### src/rtl/adder_sum_tx_if.sv
// Valid/ready handshake carrying 5-bit sum words into the serial transmitter.
interface adder_sum_tx_if;
  logic [4:0] sum;
  logic       sum_valid;
  logic       sum_ready;

  modport master (
    output sum,
    output sum_valid,
    input  sum_ready
  );

  modport slave (
    input  sum,
    input  sum_valid,
    output sum_ready
  );
endinterface

### src/rtl/adder_sum_tx.sv
// Serial transmitter for adder sums: 2-deep FIFO feeding a framed UART-style
// line (start, 5 data bits LSB-first, even parity, stop), CLKS_PER_BIT cycles/bit.
module adder_sum_tx #(
  parameter int unsigned CLKS_PER_BIT = 4
) (
  input  logic          clk,
  input  logic          reset,
  input  logic          ena,
  adder_sum_tx_if.slave sum_if,
  output logic          tx_data,
  output logic          tx_busy,
  output logic          tx_done
);

  typedef enum logic [2:0] {
    IDLE,
    START,
    DATA,
    PARITY,
    STOP
  } state_t;

  localparam logic [7:0] BAUD_LAST = 8'(CLKS_PER_BIT - 1);

  state_t     state, state_n;
  logic [7:0] baud, baud_n;
  logic [2:0] bit_idx, bit_n;
  logic [4:0] shift, shift_n;
  logic       parity, parity_n;

  logic [4:0] mem [2];
  logic       rd_ptr, wr_ptr;
  logic [1:0] count;
  logic [4:0] head;
  logic       push, pop;
  logic       bit_end;
  logic       line_n, done_n;

  assign sum_if.sum_ready = (count != 2'd2);
  assign push             = sum_if.sum_valid & sum_if.sum_ready & ena;
  assign head             = mem[rd_ptr];
  assign bit_end          = (baud == BAUD_LAST);

  // Two-entry in-order FIFO; push and pop in the same cycle keep the count.
  always_ff @(posedge clk or negedge reset) begin
    if (!reset) begin
      mem[0] <= '0;
      mem[1] <= '0;
      rd_ptr <= 1'b0;
      wr_ptr <= 1'b0;
      count  <= '0;
    end else if (ena) begin
      if (push) begin
        mem[wr_ptr] <= sum_if.sum;
        wr_ptr      <= ~wr_ptr;
      end
      if (pop) rd_ptr <= ~rd_ptr;
      case ({push, pop})
        2'b10:   count <= count + 2'd1;
        2'b01:   count <= count - 2'd1;
        default: count <= count;
      endcase
    end
  end

  // FSM, baud counter, bit index and shift register.
  always_ff @(posedge clk or negedge reset) begin
    if (!reset) begin
      state   <= IDLE;
      baud    <= '0;
      bit_idx <= '0;
      shift   <= '0;
      parity  <= 1'b0;
    end else begin
      state   <= state_n;
      baud    <= baud_n;
      bit_idx <= bit_n;
      shift   <= shift_n;
      parity  <= parity_n;
    end
  end

  // Next-state logic; everything holds while ena is low.
  always_comb begin
    state_n  = state;
    baud_n   = baud;
    bit_n    = bit_idx;
    shift_n  = shift;
    parity_n = parity;
    pop      = 1'b0;
    if (ena) begin
      case (state)
        IDLE: begin
          if (count != 2'd0) begin
            pop      = 1'b1;
            shift_n  = head;
            parity_n = ^head;
            baud_n   = '0;
            bit_n    = '0;
            state_n  = START;
          end
        end
        default: begin
          if (!bit_end) begin
            baud_n = baud + 8'd1;
          end else begin
            baud_n = '0;
            case (state)
              START: begin
                bit_n   = '0;
                state_n = DATA;
              end
              DATA: begin
                shift_n = shift >> 1;
                if (bit_idx == 3'd4) state_n = PARITY;
                else                 bit_n   = bit_idx + 3'd1;
              end
              PARITY: state_n = STOP;
              STOP: begin
                // Back-to-back frames: reload straight into START, no idle gap.
                if (count != 2'd0) begin
                  pop      = 1'b1;
                  shift_n  = head;
                  parity_n = ^head;
                  bit_n    = '0;
                  state_n  = START;
                end else begin
                  state_n  = IDLE;
                end
              end
              default: state_n = IDLE;
            endcase
          end
        end
      endcase
    end
  end

  // Line value and done flag for the coming cycle, derived from next state.
  always_comb begin
    case (state_n)
      START:   line_n = 1'b0;
      DATA:    line_n = shift_n[0];
      PARITY:  line_n = parity_n;
      default: line_n = 1'b1;
    endcase
    done_n = (state_n == STOP) && (baud_n == BAUD_LAST);
  end

  // Registered outputs so the serial line is glitch-free.
  always_ff @(posedge clk or negedge reset) begin
    if (!reset) begin
      tx_data <= 1'b1;
      tx_busy <= 1'b0;
      tx_done <= 1'b0;
    end else if (ena) begin
      tx_data <= line_n;
      tx_busy <= (state_n != IDLE);
      tx_done <= done_n;
    end
  end

endmodule

### src/flat_wrapper.sv
// flat-port wrapper written by rule: the top's interface ports become plain ports
module adder_sum_tx_flat 
#(
  parameter int unsigned CLKS_PER_BIT = 4
)
  (clk, reset, ena, tx_data, tx_busy, tx_done, sum_if_sum, sum_if_sum_valid, sum_if_sum_ready);
  adder_sum_tx_if sum_if_i ();
  input  logic clk;
  input  logic reset;
  input  logic ena;
  output logic tx_data;
  output logic tx_busy;
  output logic tx_done;
  input wire logic [$bits(sum_if_i.sum)-1:0] sum_if_sum;
  input wire logic [$bits(sum_if_i.sum_valid)-1:0] sum_if_sum_valid;
  output wire logic [$bits(sum_if_i.sum_ready)-1:0] sum_if_sum_ready;
  assign sum_if_i.sum = sum_if_sum;
  assign sum_if_i.sum_valid = sum_if_sum_valid;
  assign sum_if_sum_ready = sum_if_i.sum_ready;
  adder_sum_tx #(.CLKS_PER_BIT(CLKS_PER_BIT)) u_core (.clk(clk), .reset(reset), .ena(ena), .sum_if(sum_if_i), .tx_data(tx_data), .tx_busy(tx_busy), .tx_done(tx_done));
endmodule
### config.mk
export PLATFORM = sky130hd
export DESIGN_NAME = adder_sum_tx_flat
export DESIGN_NICKNAME = d
export VERILOG_FILES = /design/src/rtl/adder_sum_tx_if.sv /design/src/rtl/adder_sum_tx.sv /design/src/flat_wrapper.sv
export SDC_FILE = /design/constraint.sdc
export NUM_CORES = 1
export LEC_CHECK = 0
export ABC_CLOCK_PERIOD_IN_PS = 5450
export BUFFER_PORTS_ARGS = -buffer_cell sky130_fd_sc_hd__buf_2
export CORE_ASPECT_RATIO = 0.7
export CORE_MARGIN = 2
export CORE_UTILIZATION = 30
export CTS_BUF_LIST = sky130_fd_sc_hd__clkbuf_16
export CTS_CLUSTER_SIZE = 28
export DETAILED_ROUTE_END_ITERATION = 16
export PLACE_DENSITY = 0.5
export SYNTH_ARGS = -nofsm -noshare
export SYNTH_HDL_FRONTEND = slang
export SYNTH_SLANG_ARGS = --single-unit
### constraint.sdc
create_clock -name clk -period 5.45 [get_ports clk]
set_input_delay 0.2725 -clock clk [delete_from_list [all_inputs] [get_ports clk]]
set_output_delay 0.2725 -clock clk [all_outputs]
set_load 0.01 [all_outputs]
Word level (Yosys, flattened, before mapping). Cells that the tools add are included.

Register bits: 37. Input port bits: 9. Output and inout port bits: 4. Logic and storage cells: 96.

Add/subtract/negate cells: 4. $lt $le $gt $ge: 3. Equal/unequal tests: 15. Mux-type cells: 39. Bitwise logic cells: 6. Reduce and logical (&&, ||, !) cells: 15.

Operator list (count): $mux W5 (7); $mux W8 (4); $mux W3 (9); $eq A8 B2 Y1 const B (2); $eq A3 B2 Y1 const B (4); $mux W1 (12); $pmux W3 S4 (1); $bwmux W10 (1); $pmux W5 S2 (1); $eq A3 B3 Y1 const B (3); $pmux W3 S3 (1); $add A8 B1 Y8 const B (1); $eq A3 B1 Y1 const B (2); $reduce_and A2 Y1 (3); $reduce_bool A2 Y1 (3); $reduce_bool A3 Y1 (2); $demux W5 S1 (1); $reduce_xor A5 Y1 (1); $ge A2 B2 Y1 const B (2); $not A1 Y2 (2); $pmux W2 S2 (1); $reduce_and A4 Y1 (1); $reduce_bool A4 Y1 (1); $add A3 B1 Y3 const B (1); other kinds (13) (16).

Longest topological paths before layout. Gate-level depths: netlist of the first run.

Word-level depth: 11. Depth in mapped cells: 9. Gate-level depth less buffers: 9.

Least setup slack after synthesis of the first run. OpenSTA, ideal clock, no wires.

Kind: flip-flop to flip-flop. Start point: register u_core.baud[2]. End point: register u_core.count[1]. Setup time: 0.079 ns. Data arrival time: 2.348 ns. Required time: 5.371 ns. Setup slack: 3.023 ns. Cell stages (with the launch flop): 10. Path buffers: 1. Clock period less this slack: 2.427 ns. Path through: dfrtp_1 > buf_6 > or4_4 > o31ai_1 > nand3_1 > inv_1 > ha_1 > nand2b_1 > nor2_1 > xor2_1.

Cells in the longest elaborated chain, start to end: 7. Elaborated cells between the ends (all ways): 9. Classes of those cells: eq/ne (3); mux (4); reduce/logical (2).

Ends and longest elaborated chain: start, declared (line adder_sum_tx.sv:26) `logic [7:0] baud, baud_n;`; start signal, assigned (line adder_sum_tx.sv:76) `baud <= baud_n;`; $eq A8 B2 Y1 * (line adder_sum_tx.sv:42) `assign bit_end = (baud == BAUD_LAST);`; $mux W1 * (line adder_sum_tx.sv:104) `if (!bit_end) begin`; $mux W1 * (line adder_sum_tx.sv:92) `case (state)`; $mux W1 * (line adder_sum_tx.sv:91) `if (ena) begin`; $eq A2 B2 Y1 or $eq A2 B1 Y1 (tied branches) (line adder_sum_tx.sv:58) `case ({push, pop})`; $reduce_bool A2 Y1 (no line); $reduce_and A2 Y1 (no line); end signal, assigned (line adder_sum_tx.sv:59) `2'b10: count <= count + 2'd1;`; end signal, assigned (line adder_sum_tx.sv:60) `2'b01: count <= count - 2'd1;`; end signal, assigned (line adder_sum_tx.sv:61) `default: count <= count;`; end, declared (line adder_sum_tx.sv:33) `logic [1:0] count;`.

Every way passes the cells marked *; elsewhere a longest branch is shown, timed or not. A chain may end at the register's enable or synchronous reset.

Final worst setup path of the first run. Same ends and word-level chain as after synthesis.

==> results of run 1 <==
## placed cells by master, fill, tap and decap left out, types with 2 or more instances in the layout
| master | n |
|---|---|
| sky130_fd_sc_hd__inv_1 | 11 |
| sky130_fd_sc_hd__ha_1 | 4 |
| sky130_fd_sc_hd__or3_1 | 2 |
| sky130_fd_sc_hd__nand3b_1 | 2 |
| sky130_fd_sc_hd__o211ai_1 | 2 |
| sky130_fd_sc_hd__nand2_1 | 19 |
| sky130_fd_sc_hd__o21ai_0 | 15 |
| sky130_fd_sc_hd__nor3_1 | 4 |
| sky130_fd_sc_hd__nand3_1 | 9 |
| sky130_fd_sc_hd__dfrtp_1 | 36 |
| sky130_fd_sc_hd__nor3b_1 | 3 |
| sky130_fd_sc_hd__o21a_1 | 2 |
| sky130_fd_sc_hd__nor4_1 | 4 |
| sky130_fd_sc_hd__xor2_1 | 5 |
| sky130_fd_sc_hd__buf_2 | 12 |
| sky130_fd_sc_hd__nand2b_1 | 3 |
| sky130_fd_sc_hd__a211o_1 | 2 |
| sky130_fd_sc_hd__clkbuf_16 | 5 |
| sky130_fd_sc_hd__a21oi_1 | 8 |
| sky130_fd_sc_hd__o31ai_1 | 3 |
| sky130_fd_sc_hd__nand4_1 | 5 |
| sky130_fd_sc_hd__xnor2_1 | 7 |
| sky130_fd_sc_hd__a22oi_1 | 2 |
| sky130_fd_sc_hd__clkinv_2 | 2 |
| sky130_fd_sc_hd__nor2_1 | 19 |
| sky130_fd_sc_hd__mux2i_1 | 7 |
| sky130_fd_sc_hd__mux2_2 | 12 |
## power breakdown
part | switching [mW] | total (mW) | internal, mW
sequential | 0.159 | 0.547 | 0.389
clock | 0.107 | 0.273 | 0.166
combinational | 0.219 | 0.441 | 0.222
total | 0.485 | 1.26 | 0.776
## cell type report
| type | instances | area [µm²] |
|---|---|---|
| Fill cell | 708 | 4430 |
| Multi-Input combinational cell | 165 | 1140 |
| Inverter | 10 | 37.5 |
| Timing Repair Buffer | 12 | 60.1 |
| Sequential cell | 37 | 927 |
| Tap cell | 94 | 118 |
| Clock buffer | 5 | 125 |
| Clock inverter | 3 | 13.8 |
## state kept, by name (all words and copies together) (netlist names)
name and flops:
u_core.baud 8, u_core.bit_idx 3, u_core.count 2, u_core.mem 10, u_core.parity 1, u_core.rd_ptr 1
u_core.shift 5, u_core.state 3, u_core.tx_busy 1, u_core.tx_data 1, u_core.tx_done 1, u_core.wr_ptr 1
## layer usage
layer / vias to the layer above / global-route usage (%) / wire length, µm
met5: - / 0 / 0
li1: 829 / - / -
met4: 0 / 3.56 / 32
met2: 32 / 18.4 / 1860
met1: 792 / 21.3 / 2630
met3: 5 / 3.98 / 244
## logic make-up after synthesis
logic type      after synthesis
mux                          19
buf+inv                      22
compound gates               48
flops                        37
fa+ha+maj                     5
xor+xnor                     12
simple gates                 81
## critical path: cells and delay by family, from the launching register on
family	cells	cell delay, ns
adder cells (fa/ha/maj)	1	0.23
AND/OR/NAND/NOR	4	1.31
buffers and inverters	1	0.14
XOR/XNOR	1	0.15
AO/OA/AOI/OAI	1	0.45
flip-flops	1	0.48
## path summary, 6_finish.rpt
path / end / cells after the start / from
hold / removal: u_core.count[0]$_DFFE_PN0P_ / 1 / reset
min in group clk: u_core.mem[3]$_DFFE_PN0P_ / 2 / sum_if_sum[3]
setup reg to reg: u_core.count[1]$_DFFE_PN0P_ / 8 / u_core.baud[2]$_DFF_PN0_
max in group asynchronous: u_core.mem[0]$_DFFE_PN0P_ / 1 / reset
hold reg to reg: u_core.bit_idx[2]$_DFFE_PN0P_ / 1 / u_core.bit_idx[2]$_DFFE_PN0P_
setup / recovery: u_core.count[1]$_DFFE_PN0P_ / 8 / u_core.baud[2]$_DFF_PN0_
## metrics by stage
stage	util, %	worst slack [ns]	hold slack (ns)	power [mW]
CTS	35.3	2.64	0.142	1.27
global route	35.3	2.43	0.187	1.37
detailed placement	33.3	2.66	0.441	0.989
finish	35.3	2.61	0.0977	1.26
global placement	33.3	2.70	0.435	0.987
floorplan	-	3.02	-0.0231	0.882
==> flow_summary.json, run 1 <==
{
  "run_status": "complete, no violations",
  "numPlacedInstances": 318,
  "die_area_um2": 7890,
  "timing.final.setup_violations": 0,
  "synth_ff_type": "sky130_fd_sc_hd__dfrtp_1",
  "worst_slew_pin_slew_ns": 0.834,
  "synth-xor-area-share_pct": 4.88,
  "period_share_pct": 52.2,
  "setup-tns-final_ns": 0,
  "dieWidth_um": 105,
  "path_type_of_the_worst_setup_path": "reg2reg",
  "finalNonFillerCells": 326,
  "synth.top_cell.area_share_pct": 41.8,
  "cts.root.buffer_cell": "sky130_fd_sc_hd__clkbuf_16",
  "setup_repair_after_global_routing_missed_its_margin": "no",
  "netlist_top_cells_count": "sky130_fd_sc_hd__dfrtp_1, sky130_fd_sc_hd__nand2_1, sky130_fd_sc_hd__nor2_1",
  "detailed_place.area_um2": 2280,
  "synth-seq-cells": 37,
  "power.static_leakage_nw": 0.978,
  "h_tree_level_count": 2,
  "final.setup_skew_ns": 0.00459,
  "starting_density_of_the_core_pct": 31.5,
  "clock_latency_on_the_worst_skew_pair_ns": 0.28,
  "power_density_nw_per_um2": 522,
  "max_capacitance_violation_count": 0,
  "vdd_ir_drop_max_uv": 169,
  "finalWeightedCongestion": 0.773,
  "synth_sequential_area_ratio_pct": 43.0,
  "syn_area_um2": 2160,
  "final_layout_size_suffix_gt1_share_pct": 17.2,
  "drt_pre_antenna_iters": 5,
  "crit_path_cell_trace": "or4_4, o31ai_1, nand3_1, inv_1, ha_1, nand2b_1, nor2_1, xor2_1",
  "synth_area_per_cell_um2": 9.62,
  "slowest_delay_ns": 0.62,
  "critical_path.max_fanout": 9,
  "critical_path.slowest_cell": "sky130_fd_sc_hd__or4_4",
  "grt_antenna_before_repair": 0,
  "report.final.hold_viol_count": 0,
  "die-height_um": 74.9,
  "first_global_vias": 1620,
  "globalRouteOverflowTotal": 0,
  "coreArea_um2": 6850,
  "dpl.hpwl_mm": 3.48,
  "clkSlewWorstSetupHoldPaths_ns": 0.06,
  "dr_iter_0_viols": 116,
  "postCtsHoldBufs": 0,
  "yosys.cell_count.top_type": "sky130_fd_sc_hd__dfrtp_1",
  "regToRegSetupSlack_ns": 2.61,
  "route.antenna.remaining_nets": 0,
  "io_pins": 13,
  "async_reset_ff_share_pct": 100,
  "worst_ep_arrival_time_ns": 3.05,
  "cts_resized": 0,
  "routedWlPerCell_um": 14.6,
  "nets": 244,
  "clock_path_buffers": 2,
  "synth-simple-area-share_pct": 19.7,
  "critical_path.endpoint_type": "flop",
  "syn-instance-count": 224,
  "synth_edf_count": 0,
  "min-delay-path-class": "in2async",
  "numCtsBuffers": 5,
  "share_of_synthesized_area_spent_on_multiplexers_pct": 9.52,
  "cts_tree": "yes",
  "drcViolationCount": 0,
  "fp-row-count": 25,
  "worst-endpoint-required_ns": 5.65,
  "slew_viol_final": 0,
  "synth_cell_type_count": 54,
  "synthToLayoutAreaGrowth_pct": 12.1,
  "synth_fp_nets": 237,
  "complex_gate_fraction_of_the_synthesized_area_pct": 15.8,
  "synth_top_family_by_area": "simple AND/OR/NAND/NOR gates",
  "synth_warnings": 0,
  "fmax_ghz": 0.352,
  "routed-via-count": 1658,
  "minimum_clock_period_ns": 2.84,
  "grt_pass1_wl_mm": 8.43,
  "cts_num_sinks": 37,
  "drt_wl_total_mm": 4.77,
  "synthAdderAreaFrac_pct": 2.84,
  "pin_count_of_the_biggest_net_entering_global_routing": 38,
  "grt_util_all_layers_pct": 13.8,
  "post_synth_main_area_contributors": "sky130_fd_sc_hd__dfrtp_1, sky130_fd_sc_hd__mux2_2, sky130_fd_sc_hd__o21ai_0",
  "final_cell_area_um2": 2420,
  "post-cts-setup-buffer-count": 0,
  "crit_path_start_kind": "flop",
  "antenna_cells": 0,
  "place.port_buffers": 12,
  "relSlewSlack_pct": 44.4,
  "via_per_inst": 5.09,
  "yosys.area.top_type": "sky130_fd_sc_hd__dfrtp_1"
}
Note: power is estimated with default switching activity, not from simulation.
==> run 2, diff against run 1 <==
--- a/config.mk
+++ b/config.mk
@@ -5,7 +5,7 @@
 export SDC_FILE = /design/constraint.sdc
 export NUM_CORES = 1
 export LEC_CHECK = 0
-export ABC_CLOCK_PERIOD_IN_PS = 5450
+export ABC_CLOCK_PERIOD_IN_PS = 2750
 export BUFFER_PORTS_ARGS = -buffer_cell sky130_fd_sc_hd__buf_2
 export CORE_ASPECT_RATIO = 0.7
 export CORE_MARGIN = 2
==> constraint.sdc (replaced) <==
create_clock -name clk -period 2.75 [get_ports clk]
set_input_delay 0.1375 -clock clk [delete_from_list [all_inputs] [get_ports clk]]
set_output_delay 0.1375 -clock clk [all_outputs]
set_load 0.01 [all_outputs]
==> flow_summary.json, run 2 (synthesis gave the netlist of run 1 again) <==
{
  "slew_viol_final": 0,
  "timing.final.setup_violations": 0,
  "period_share_pct": 90.0,
  "report.final.hold_viol_count": 36,
  "drt_wl_total_mm": 5.18,
  "num-fill-cells": 695,
  "critical_path.max_fanout": 8,
  "max_capacitance_violation_count": 0,
  "final_layout_size_suffix_gt1_share_pct": 22.7,
  "first_global_vias": 1716,
  "numCtsBuffers": 5,
  "worst-endpoint-required_ns": 2.92,
  "timing_startpoint_of_the_critical_path": "u_core.baud[3]$_DFF_PN0_",
  "drcViolationCount": 0,
  "globalRouteOverflowTotal": 0,
  "coreArea_um2": 6850,
  "fmax_ghz": 0.404,
  "detailed_place.area_um2": 2390,
  "io_pins": 13,
  "grt_antenna_before_repair": 0,
  "clock_path_buffers": 2,
  "drt_pre_antenna_iters": 4,
  "minimum_clock_period_ns": 2.48,
  "critical_path.top_delay_family": "simple AND/OR/NAND/NOR gates",
  "clkSlewWorstSetupHoldPaths_ns": 0.06,
  "vdd_ir_drop_max_uv": 305,
  "path_type_of_the_worst_setup_path": "reg2reg",
  "path_buf_inv": 0,
  "worst_ep_arrival_time_ns": 2.64,
  "biggestRegsByFlops": "u_core.mem: 10 flops, u_core.baud: 8 flops, u_core.shift: 5 flops",
  "regToRegSetupSlack_ns": 0.27,
  "via_per_inst": 5.03,
  "place_worst_setup_slack_ns": 0.284,
  "regMostFlops": "u_core.mem",
  "power.static_leakage_nw": 1.05,
  "critical_path.endpoint_type": "flop",
  "largest_register_ff_count": 10,
  "cts_resized": 0,
  "routed-via-count": 1715,
  "starting_density_of_the_core_pct": 31.5,
  "dpl.hpwl_mm": 3.78,
  "crit_cells": 6,
  "setup_repair_after_global_routing_missed_its_margin": "no",
  "reg2reg_depth": 6,
  "cts_tree": "yes",
  "worst_slew_pin_slew_ns": 0.864,
  "power_density_nw_per_um2": 1020,
  "dr_iter_0_viols": 135,
  "cts.root.buffer_cell": "sky130_fd_sc_hd__clkbuf_16",
  "pin_count_of_the_biggest_net_entering_global_routing": 38,
  "synthToLayoutAreaGrowth_pct": 17.5,
  "route.antenna.remaining_nets": 0,
  "die-height_um": 74.9,
  "place.port_buffers": 12,
  "grt_util_all_layers_pct": 14.9,
  "post-cts-setup-buffer-count": 0,
  "antenna_cells": 0,
  "h_tree_level_count": 2,
  "nets": 259,
  "run_status": "finished, violations left",
  "critical_path.slowest_cell": "sky130_fd_sc_hd__or4_4",
  "final_cell_area_um2": 2530,
  "setup-tns-final_ns": 0,
  "report.power.total_mw": 2.59,
  "cts_num_sinks": 37,
  "postCtsHoldBufs": 0,
  "relSlewSlack_pct": 42.4,
  "crit_path_start_kind": "flop",
  "failed_checks": "negative hold slack",
  "crit_path_cell_trace": "or4_4, or3_1, and2_1, or4_1, nand2_1, o21ai_0",
  "die_area_um2": 7890,
  "finalWeightedCongestion": 0.796,
  "clock_latency_on_the_worst_skew_pair_ns": 0.29,
  "dieWidth_um": 105,
  "fp-row-count": 25,
  "min-delay-path-class": "in2async",
  "routedWlPerCell_um": 15.2,
  "final.hold.worst_slack_ns": -0.0266,
  "crit-reg2reg-capture": "u_core.bit_idx[0]$_DFFE_PN0P_",
  "grt_pass1_wl_mm": 8.98,
  "post-route-worst-setup-slack_ns": 0.274,
  "most-common-layout-cells": "sky130_fd_sc_hd__dfrtp_1, sky130_fd_sc_hd__nor2_1, sky130_fd_sc_hd__nand2_1",
  "layout.cells.most_common": "sky130_fd_sc_hd__dfrtp_1",
  "timing.rr.start": "u_core.baud[3]$_DFF_PN0_",
  "slowest_delay_ns": 0.59,
  "final.setup_skew_ns": 0.00832
}
## run 2: changes by cell type in the layout (fill, tap and decap cells not counted)
| cell | previous run | this run |
|---|---|---|
| sky130_fd_sc_hd__clkinvlp_4 | 0 | 1 |
| sky130_fd_sc_hd__inv_1 | 11 | 10 |
| sky130_fd_sc_hd__buf_4 | 0 | 15 |
## run 2: metrics by stage
step | util [%] | std cells
2_1_floorplan | - | 224
3_3_place_gp | 34.9 | 333
3_5_place_dp | 34.9 | 333
4_1_cts | 37.0 | 341
5_1_grt | 37.0 | 341
6_report | 37.0 | 341
## run 2: final cells by class
class | instances | area (µm²) | area share (%)
sequential | 37 | 927 | 36.6
tap | 94 | 118 | 4.64
timing repair buffer | 27 | 173 | 6.81
clock buffer | 5 | 125 | 4.94
clock inverter | 3 | 17.5 | 0.691
multi-input combinational | 165 | 1140 | 44.8
inverter | 10 | 37.5 | 1.48
## run 2: worst max path at each step
stage                                          to
global route           u_core.tx_done$_DFFE_PN0P_
floorplan             u_core.count[1]$_DFFE_PN0P_
detailed placement    u_core.shift[3]$_DFFE_PN0P_
CTS                 u_core.bit_idx[0]$_DFFE_PN0P_
global placement    u_core.bit_idx[1]$_DFFE_PN0P_
finish              u_core.bit_idx[0]$_DFFE_PN0P_
## run 2: where the power goes
group	internal, mW	switching [mW]
clock	0.332	0.225
combinational	0.498	0.533
sequential	0.771	0.228
## run 2: worst reg2reg max path, stage by stage, from the launching register on
cell	delay, ns
sky130_fd_sc_hd__dfrtp_1	0.46
sky130_fd_sc_hd__or4_4	0.59
sky130_fd_sc_hd__or3_1	0.44
sky130_fd_sc_hd__and2_1	0.21
sky130_fd_sc_hd__or4_1	0.50
sky130_fd_sc_hd__nand2_1	0.08
sky130_fd_sc_hd__o21ai_0	0.07
## run 2: metal layers
metal | wire length, µm | part of all wire (%) | track usage (%)
met5 | 0 | 0 | 0
met4 | 72 | 1.4 | 5.78
met3 | 289 | 5.6 | 4.59
met2 | 2000 | 39 | 19.7
met1 | 2820 | 54 | 22.4
